[src/rtl/btn_pkg.sv]
// Shared definitions for the button conditioner: debounce FSM state encoding and a width helper.
package btn_pkg;

  typedef enum logic [2:0] {
    RELEASED  = 3'd0,
    PRESS_DEB = 3'd1,
    PRESSED   = 3'd2,
    HELD      = 3'd3,
    REL_DEB   = 3'd4
  } btn_state_t;

  // Bits needed to index 0..value-1, never less than one bit.
  function automatic int clog2_min1(input int value);
    int w;
    w = 0;
    while ((1 << w) < value) w++;
    return (w < 1) ? 1 : w;
  endfunction

endpackage

[src/rtl/sample_tick_gen.sv]
// Free-running prescaler: tick is high for one CLK every PRESCALE cycles (every cycle when PRESCALE = 1).
// Tick is combinational from the count register; there is no backpressure, the tick is never held off.
module sample_tick_gen
  import btn_pkg::*;
#(
  parameter int PRESCALE = 50000
) (
  input  logic CLK,
  input  logic RST,
  output logic tick
);

  localparam int CW = clog2_min1(PRESCALE);
  localparam logic [CW-1:0] LAST = CW'(PRESCALE - 1);

  logic [CW-1:0] cnt;

  always_ff @(posedge CLK or negedge RST) begin
    if (!RST) begin
      cnt <= '0;
    end else if (cnt == LAST) begin
      cnt <= '0;
    end else begin
      cnt <= cnt + CW'(1);
    end
  end

  assign tick = (cnt == LAST);

endmodule

[src/rtl/btn_debounce_pulse.sv]
// Button conditioner: 2-flop sync, tick-sampled debounce FSM, registered level/press/release/hold outputs.
// Pulses appear one CLK after the accepting tick; no backpressure, the consumer samples them directly.
module btn_debounce_pulse
  import btn_pkg::*;
#(
  parameter int PRESCALE       = 50000,
  parameter int DEBOUNCE_TICKS = 8,
  parameter int HOLD_TICKS     = 200,
  parameter bit IN_ACTIVE_LOW  = 1'b1
) (
  input  logic CLK,
  input  logic RST,
  input  logic Btn_Raw,
  output logic Btn_Level,
  output logic Btn_Press,
  output logic Btn_Release,
  output logic Btn_Hold
);

  localparam int DW = clog2_min1(DEBOUNCE_TICKS + 1);
  localparam int HW = clog2_min1(HOLD_TICKS + 1);
  localparam logic [DW-1:0] DEB_LAST  = DW'(DEBOUNCE_TICKS);
  localparam logic [DW-1:0] DEB_ONE   = DW'(1);
  localparam logic [HW-1:0] HOLD_LAST = HW'(HOLD_TICKS);
  localparam bit DEB_IMMEDIATE = (DEBOUNCE_TICKS == 1);

  logic          sync1, sync2, pressed_s, tick;
  btn_state_t    state, state_nxt, origin, origin_nxt;
  logic [DW-1:0] deb_cnt, deb_nxt, deb_inc;
  logic [HW-1:0] hold_cnt, hold_cnt_nxt, hold_inc;
  logic          level_nxt, press_nxt, release_nxt, hold_nxt;
  logic          do_press, do_release;

  sample_tick_gen #(
    .PRESCALE(PRESCALE)
  ) u_tick (
    .CLK (CLK),
    .RST (RST),
    .tick(tick)
  );

  // Reset loads the released pin level so no phantom edge follows reset.
  always_ff @(posedge CLK or negedge RST) begin
    if (!RST) begin
      sync1 <= IN_ACTIVE_LOW;
      sync2 <= IN_ACTIVE_LOW;
    end else begin
      sync1 <= Btn_Raw;
      sync2 <= sync1;
    end
  end

  assign pressed_s = sync2 ^ IN_ACTIVE_LOW;
  assign deb_inc   = deb_cnt + DEB_ONE;
  assign hold_inc  = hold_cnt + HW'(1);

  always_ff @(posedge CLK or negedge RST) begin
    if (!RST) begin
      state       <= RELEASED;
      origin      <= PRESSED;
      deb_cnt     <= '0;
      hold_cnt    <= '0;
      Btn_Level   <= 1'b0;
      Btn_Press   <= 1'b0;
      Btn_Release <= 1'b0;
      Btn_Hold    <= 1'b0;
    end else begin
      state       <= state_nxt;
      origin      <= origin_nxt;
      deb_cnt     <= deb_nxt;
      hold_cnt    <= hold_cnt_nxt;
      Btn_Level   <= level_nxt;
      Btn_Press   <= press_nxt;
      Btn_Release <= release_nxt;
      Btn_Hold    <= hold_nxt;
    end
  end

  always_comb begin
    state_nxt    = state;
    origin_nxt   = origin;
    deb_nxt      = deb_cnt;
    hold_cnt_nxt = hold_cnt;
    level_nxt    = Btn_Level;
    hold_nxt     = Btn_Hold;
    press_nxt    = 1'b0;
    release_nxt  = 1'b0;
    do_press     = 1'b0;
    do_release   = 1'b0;

    if (tick) begin
      unique case (state)
        RELEASED: begin
          if (pressed_s) begin
            deb_nxt = DEB_ONE;
            if (DEB_IMMEDIATE) do_press = 1'b1;
            else               state_nxt = PRESS_DEB;
          end
        end
        PRESS_DEB: begin
          if (pressed_s) begin
            if (deb_inc == DEB_LAST) do_press = 1'b1;
            else                     deb_nxt  = deb_inc;
          end else begin
            deb_nxt   = '0;
            state_nxt = RELEASED;
          end
        end
        PRESSED, HELD: begin
          if (!pressed_s) begin
            // hold_cnt is left alone so a bounce back resumes the same hold timing
            origin_nxt = state;
            if (DEB_IMMEDIATE) begin
              do_release = 1'b1;
            end else begin
              deb_nxt   = DEB_ONE;
              state_nxt = REL_DEB;
            end
          end else if (state == PRESSED && hold_cnt != HOLD_LAST) begin
            hold_cnt_nxt = hold_inc;
            if (hold_inc == HOLD_LAST) begin
              state_nxt = HELD;
              hold_nxt  = 1'b1;
            end
          end
        end
        REL_DEB: begin
          if (!pressed_s) begin
            if (deb_inc == DEB_LAST) do_release = 1'b1;
            else                     deb_nxt    = deb_inc;
          end else begin
            deb_nxt   = '0;
            state_nxt = origin;
          end
        end
        default: begin
          state_nxt = RELEASED;
          deb_nxt   = '0;
        end
      endcase
    end

    if (do_press) begin
      state_nxt    = PRESSED;
      deb_nxt      = '0;
      hold_cnt_nxt = '0;
      level_nxt    = 1'b1;
      press_nxt    = 1'b1;
    end
    if (do_release) begin
      state_nxt   = RELEASED;
      deb_nxt     = '0;
      level_nxt   = 1'b0;
      hold_nxt    = 1'b0;
      release_nxt = 1'b1;
    end
  end

endmodule

[config.mk]
export PLATFORM = sky130hd
export DESIGN_NAME = btn_debounce_pulse
export DESIGN_NICKNAME = d
export VERILOG_FILES = /design/src/rtl/btn_pkg.sv /design/src/rtl/sample_tick_gen.sv /design/src/rtl/btn_debounce_pulse.sv
export SDC_FILE = /design/constraint.sdc
export NUM_CORES = 1
export LEC_CHECK = 0
export CAP_MARGIN = 20
export CORE_AREA = 2 2 66 68
export CTS_BUF_LIST = sky130_fd_sc_hd__clkbuf_8
export DETAILED_ROUTE_END_ITERATION = 10
export DIE_AREA = 0 0 68 70
export GPL_TIMING_DRIVEN = 0
export PLACE_DENSITY = 0.76
export SLEW_MARGIN = 25
export SYNTH_ARGS = -nofsm -noshare
export SYNTH_HDL_FRONTEND = slang
export SYNTH_SLANG_ARGS = --single-unit
[constraint.sdc]
create_clock -name CLK -period 2.42 [get_ports CLK]
set_clock_uncertainty 0.2 [all_clocks]
set_input_delay 0.484 -clock CLK [delete_from_list [all_inputs] [get_ports CLK]]
set_output_delay 0.484 -clock CLK [all_outputs]
set_load 0.03 [all_outputs]
==> results of run 1 <==
-- power by group --
group	internal (W)	leakage (nW)	switching, W	total, W
registers	0.000671	0.534	0.00000113	0.000672
logic	0.00000874	0.449	0.0000160	0.0000247
clock network	0.000302	0.0593	0.000235	0.000536
-- per-layer routing --
| metal | up-vias | track usage, % | share of wire [%] |
|---|---|---|---|
| met5 | - | 0 | 0 |
| met4 | 0 | 7.33 | 1.5 |
| met3 | 6 | 5.64 | 3.4 |
| met2 | 22 | 27.9 | 47 |
| met1 | 751 | 24.3 | 48 |
| li1 | 786 | - | - |
-- through the flow --
| step | setup slack, ns | setup TNS, ns |
|---|---|---|
| global placement | -0.281 | -10.32 |
| detailed placement | 0.239 | 0 |
| floorplan | 0.460 | 0 |
| CTS | 0.224 | 0 |
| finish | 0.239 | 0 |
| global route | 0.0509 | 0 |
-- worst paths after layout --
kind,to,slack (ns),cells past startpoint
max,hold_cnt[2],0.24,8
min,sync2,0.15,0
max reg2reg,hold_cnt[2],0.24,8
min reg2reg,sync2,0.15,0
max in group asynchronous,origin[1],1.07,3
min in group asynchronous,hold_cnt[7],0.42,2
-- layout by cell type (no fill, tap or decap), types with 2 or more instances in the layout --
| master | instances |
|---|---|
| buf_2 | 3 |
| nor2_1 | 23 |
| dfstp_2 | 3 |
| nand2_1 | 20 |
| o21ai_0 | 14 |
| a22oi_1 | 2 |
| or2_2 | 2 |
| nand2b_1 | 2 |
| ha_1 | 4 |
| a31oi_1 | 2 |
| or3_1 | 3 |
| and3_1 | 4 |
| or3b_2 | 2 |
| clkdlybuf4s50_1 | 5 |
| clkbuf_1 | 2 |
| and4_1 | 2 |
| dfrtp_1 | 37 |
| nor2b_1 | 3 |
| o22a_1 | 2 |
| mux2_2 | 3 |
| nand3b_1 | 4 |
| nand3_1 | 12 |
| nor3_1 | 3 |
| a22o_2 | 6 |
| nand4_1 | 3 |
| clkbuf_8 | 5 |
| inv_1 | 9 |
| xnor2_1 | 4 |
| xor2_1 | 10 |
| a21oi_1 | 7 |
-- cells by family (layout without fill, tap and decap cells) --
logic type / count (synthesis) / in the layout / synth area share, %
AND/OR/NAND/NOR: 96 / 96 / 25.0
XOR/XNOR: 14 / 14 / 5.83
AO/OA/AOI/OAI: 41 / 41 / 13.9
flip-flops: 40 / 40 / 47.8
buffers and inverters: 14 / 30 / 3.03
adder cells (fa/ha/maj): 4 / 4 / 2.38
multiplexers: 4 / 4 / 2.08
-- worst max-delay path, stage by stage, from the launching register on --
cell,delay (ns)
dfrtp_1,0.39
ha_1,0.21
and3_1,0.25
and4_1,0.19
buf_2,0.17
buf_2,0.25
a22oi_1,0.12
o21ai_0,0.16
o21ai_0,0.11
-- layout make-up --
class                           instances  area [sq um]
Clock buffer                            5          68.8
Timing Repair Buffer                    8          85.1
Buffer                                  6          33.8
Clock inverter                          3          38.8
Tap cell                               52          65.1
Sequential cell                        40          1000
Fill cell                             357          1780
Multi-Input combinational cell        159          1030
Inverter                                8          30.0
-- repair_timing --
action                                  4_1_cts  5_1_grt
endpoints found under the setup margin        0        0
hold buffers                                  1        0
hold endpoints to repair                     12        0
buffers inserted                              0        0
-- state kept, by name, summed over array words and instances, names as in the netlist --
| register | cells |
|---|---|
| sync2 | 1 |
| Btn_Level | 1 |
| deb_cnt | 4 |
| Btn_Release | 1 |
| hold_cnt | 8 |
| origin | 3 |
| Btn_Press | 1 |
| u_tick.cnt | 16 |
| state | 3 |
| sync1 | 1 |
| Btn_Hold | 1 |
==> results.cfg, run 1 <==
[place]
final_estimated_routing_congestion_in_global_placement = 0.777
placed_area_sq_um = 2240
inst_count_dp = 272
port_buffers = 6
place.detailed.hpwl_um = 2650

[synth]
synth.distinct_cells = 52
synth.most_common_cell = dfrtp_1
synth-edff-count = 0
mapped_avg_cell_area_sq_um = 9.87
synth_area_leaders = dfrtp_1, xor2_1, nor2_1
synthesis.yosys.warnings = 0
async_flop_share_pct = 100
synth.largest_area_cell = dfrtp_1
postSynthNetCount = 220
synth_seq_cells = 40
post_synth_most_frequent_cells = dfrtp_1, nor2_1, nand2_1, o21ai_0, nand3_1
synth_sequential_area_ratio_pct = 47.8
post-synth-top-area-fraction_pct = 44.0
netlist_instances = 213
syn-cell-area_sq_um = 2100
synth-main-ff-cell = dfrtp_1

[timing]
rsz0062_at_grt = false
fin_worst_hold_slack_ns = 0.152
fin_crit_sh_pct = 90.1
timing.final.crit_period_ns = 2.18
worst-slew-pin-transition_ns = 0.450
maxSlewHeadroom_pct = 70.0
setup_viol_count_final = 0
final_max_slew_viol_count = 0
hold_viol = 0
max_freq_ghz = 0.458

[layout]
antenna_cells = 0
final_cell_area_sq_um = 2360
final_core_utilization_pct = 57.0
area.growth.synth_to_final_pct = 12.3
instances_no_fill = 281
proportion_of_layout_cells_with_a_drive_suffix_above_1_pct = 16.2
nets = 235

[pwr]
power.density_nw_per_um2 = 522
power.total_w = 0.00123
leakagePower_nw = 1.04
ir_drop_mv = 0.261

[worst_setup_path]
timing.critical_path.to_type = register
required_ns = 2.39
regToRegStartpoint = u_tick.cnt[0]
critical_path_arrival_ns = 2.15
setup.worst_path.start = u_tick.cnt[0]
crit_fanout = 10
critical_path_class = register to register
nature_of_the_critical_path_startpoint = register

[clocking]
cts-buffers-inserted = 5
cts_max_level = 2
clock_tree.root_cell = clkbuf_8
tritoncts = yes
cts-root-to-sink-buffers = 2
cts.reportedPaths.clkPinSlew_ns = 0.08
clkSinkCount = 40
cts_resized = 0
insertion_delay_ns = 0.30

[floorplanning]
design.die.area_sq_um = 4760
rows = 24
start_util_pct = 50.8
die-height_um = 70
design.portCount = 7
width_of_the_die_um = 68
core_area_sq_um = 4140

[global_routing]
first_global_vias = 1514
grt_start_max_net_pins = 27
global_route_congestion_overflow_total = 0
first_pass_grt_wire_length_um = 6770
grt_use_total_pct = 18.4
antenna_found_initial = 0

[flow_run]
number_of_max_cap_violations = 0

[drt]
drtPass1Iterations = 4
routedWlPerCell_um = 13.4
routed_via_density = 5.57
postRouteAntennaNets = 0
post_route_wl_um = 3760
drcViolationCount = 0
detail_route.iter0.violations = 81
routed-via-count = 1565

[hold_path]
worst_hold_startpoint = sync1
holdCritPathClass = register to register

[run_status]
status = complete, no violations
Power figures use the tool's default switching activity.
==> run 2, diff against run 1 <==
Settings changed: ABC_AREA from default to 0, CTS_CLUSTER_SIZE from default to 28.
==> results of run 2 <==
Final layout, timing and power as in run 1 (identical DEF).
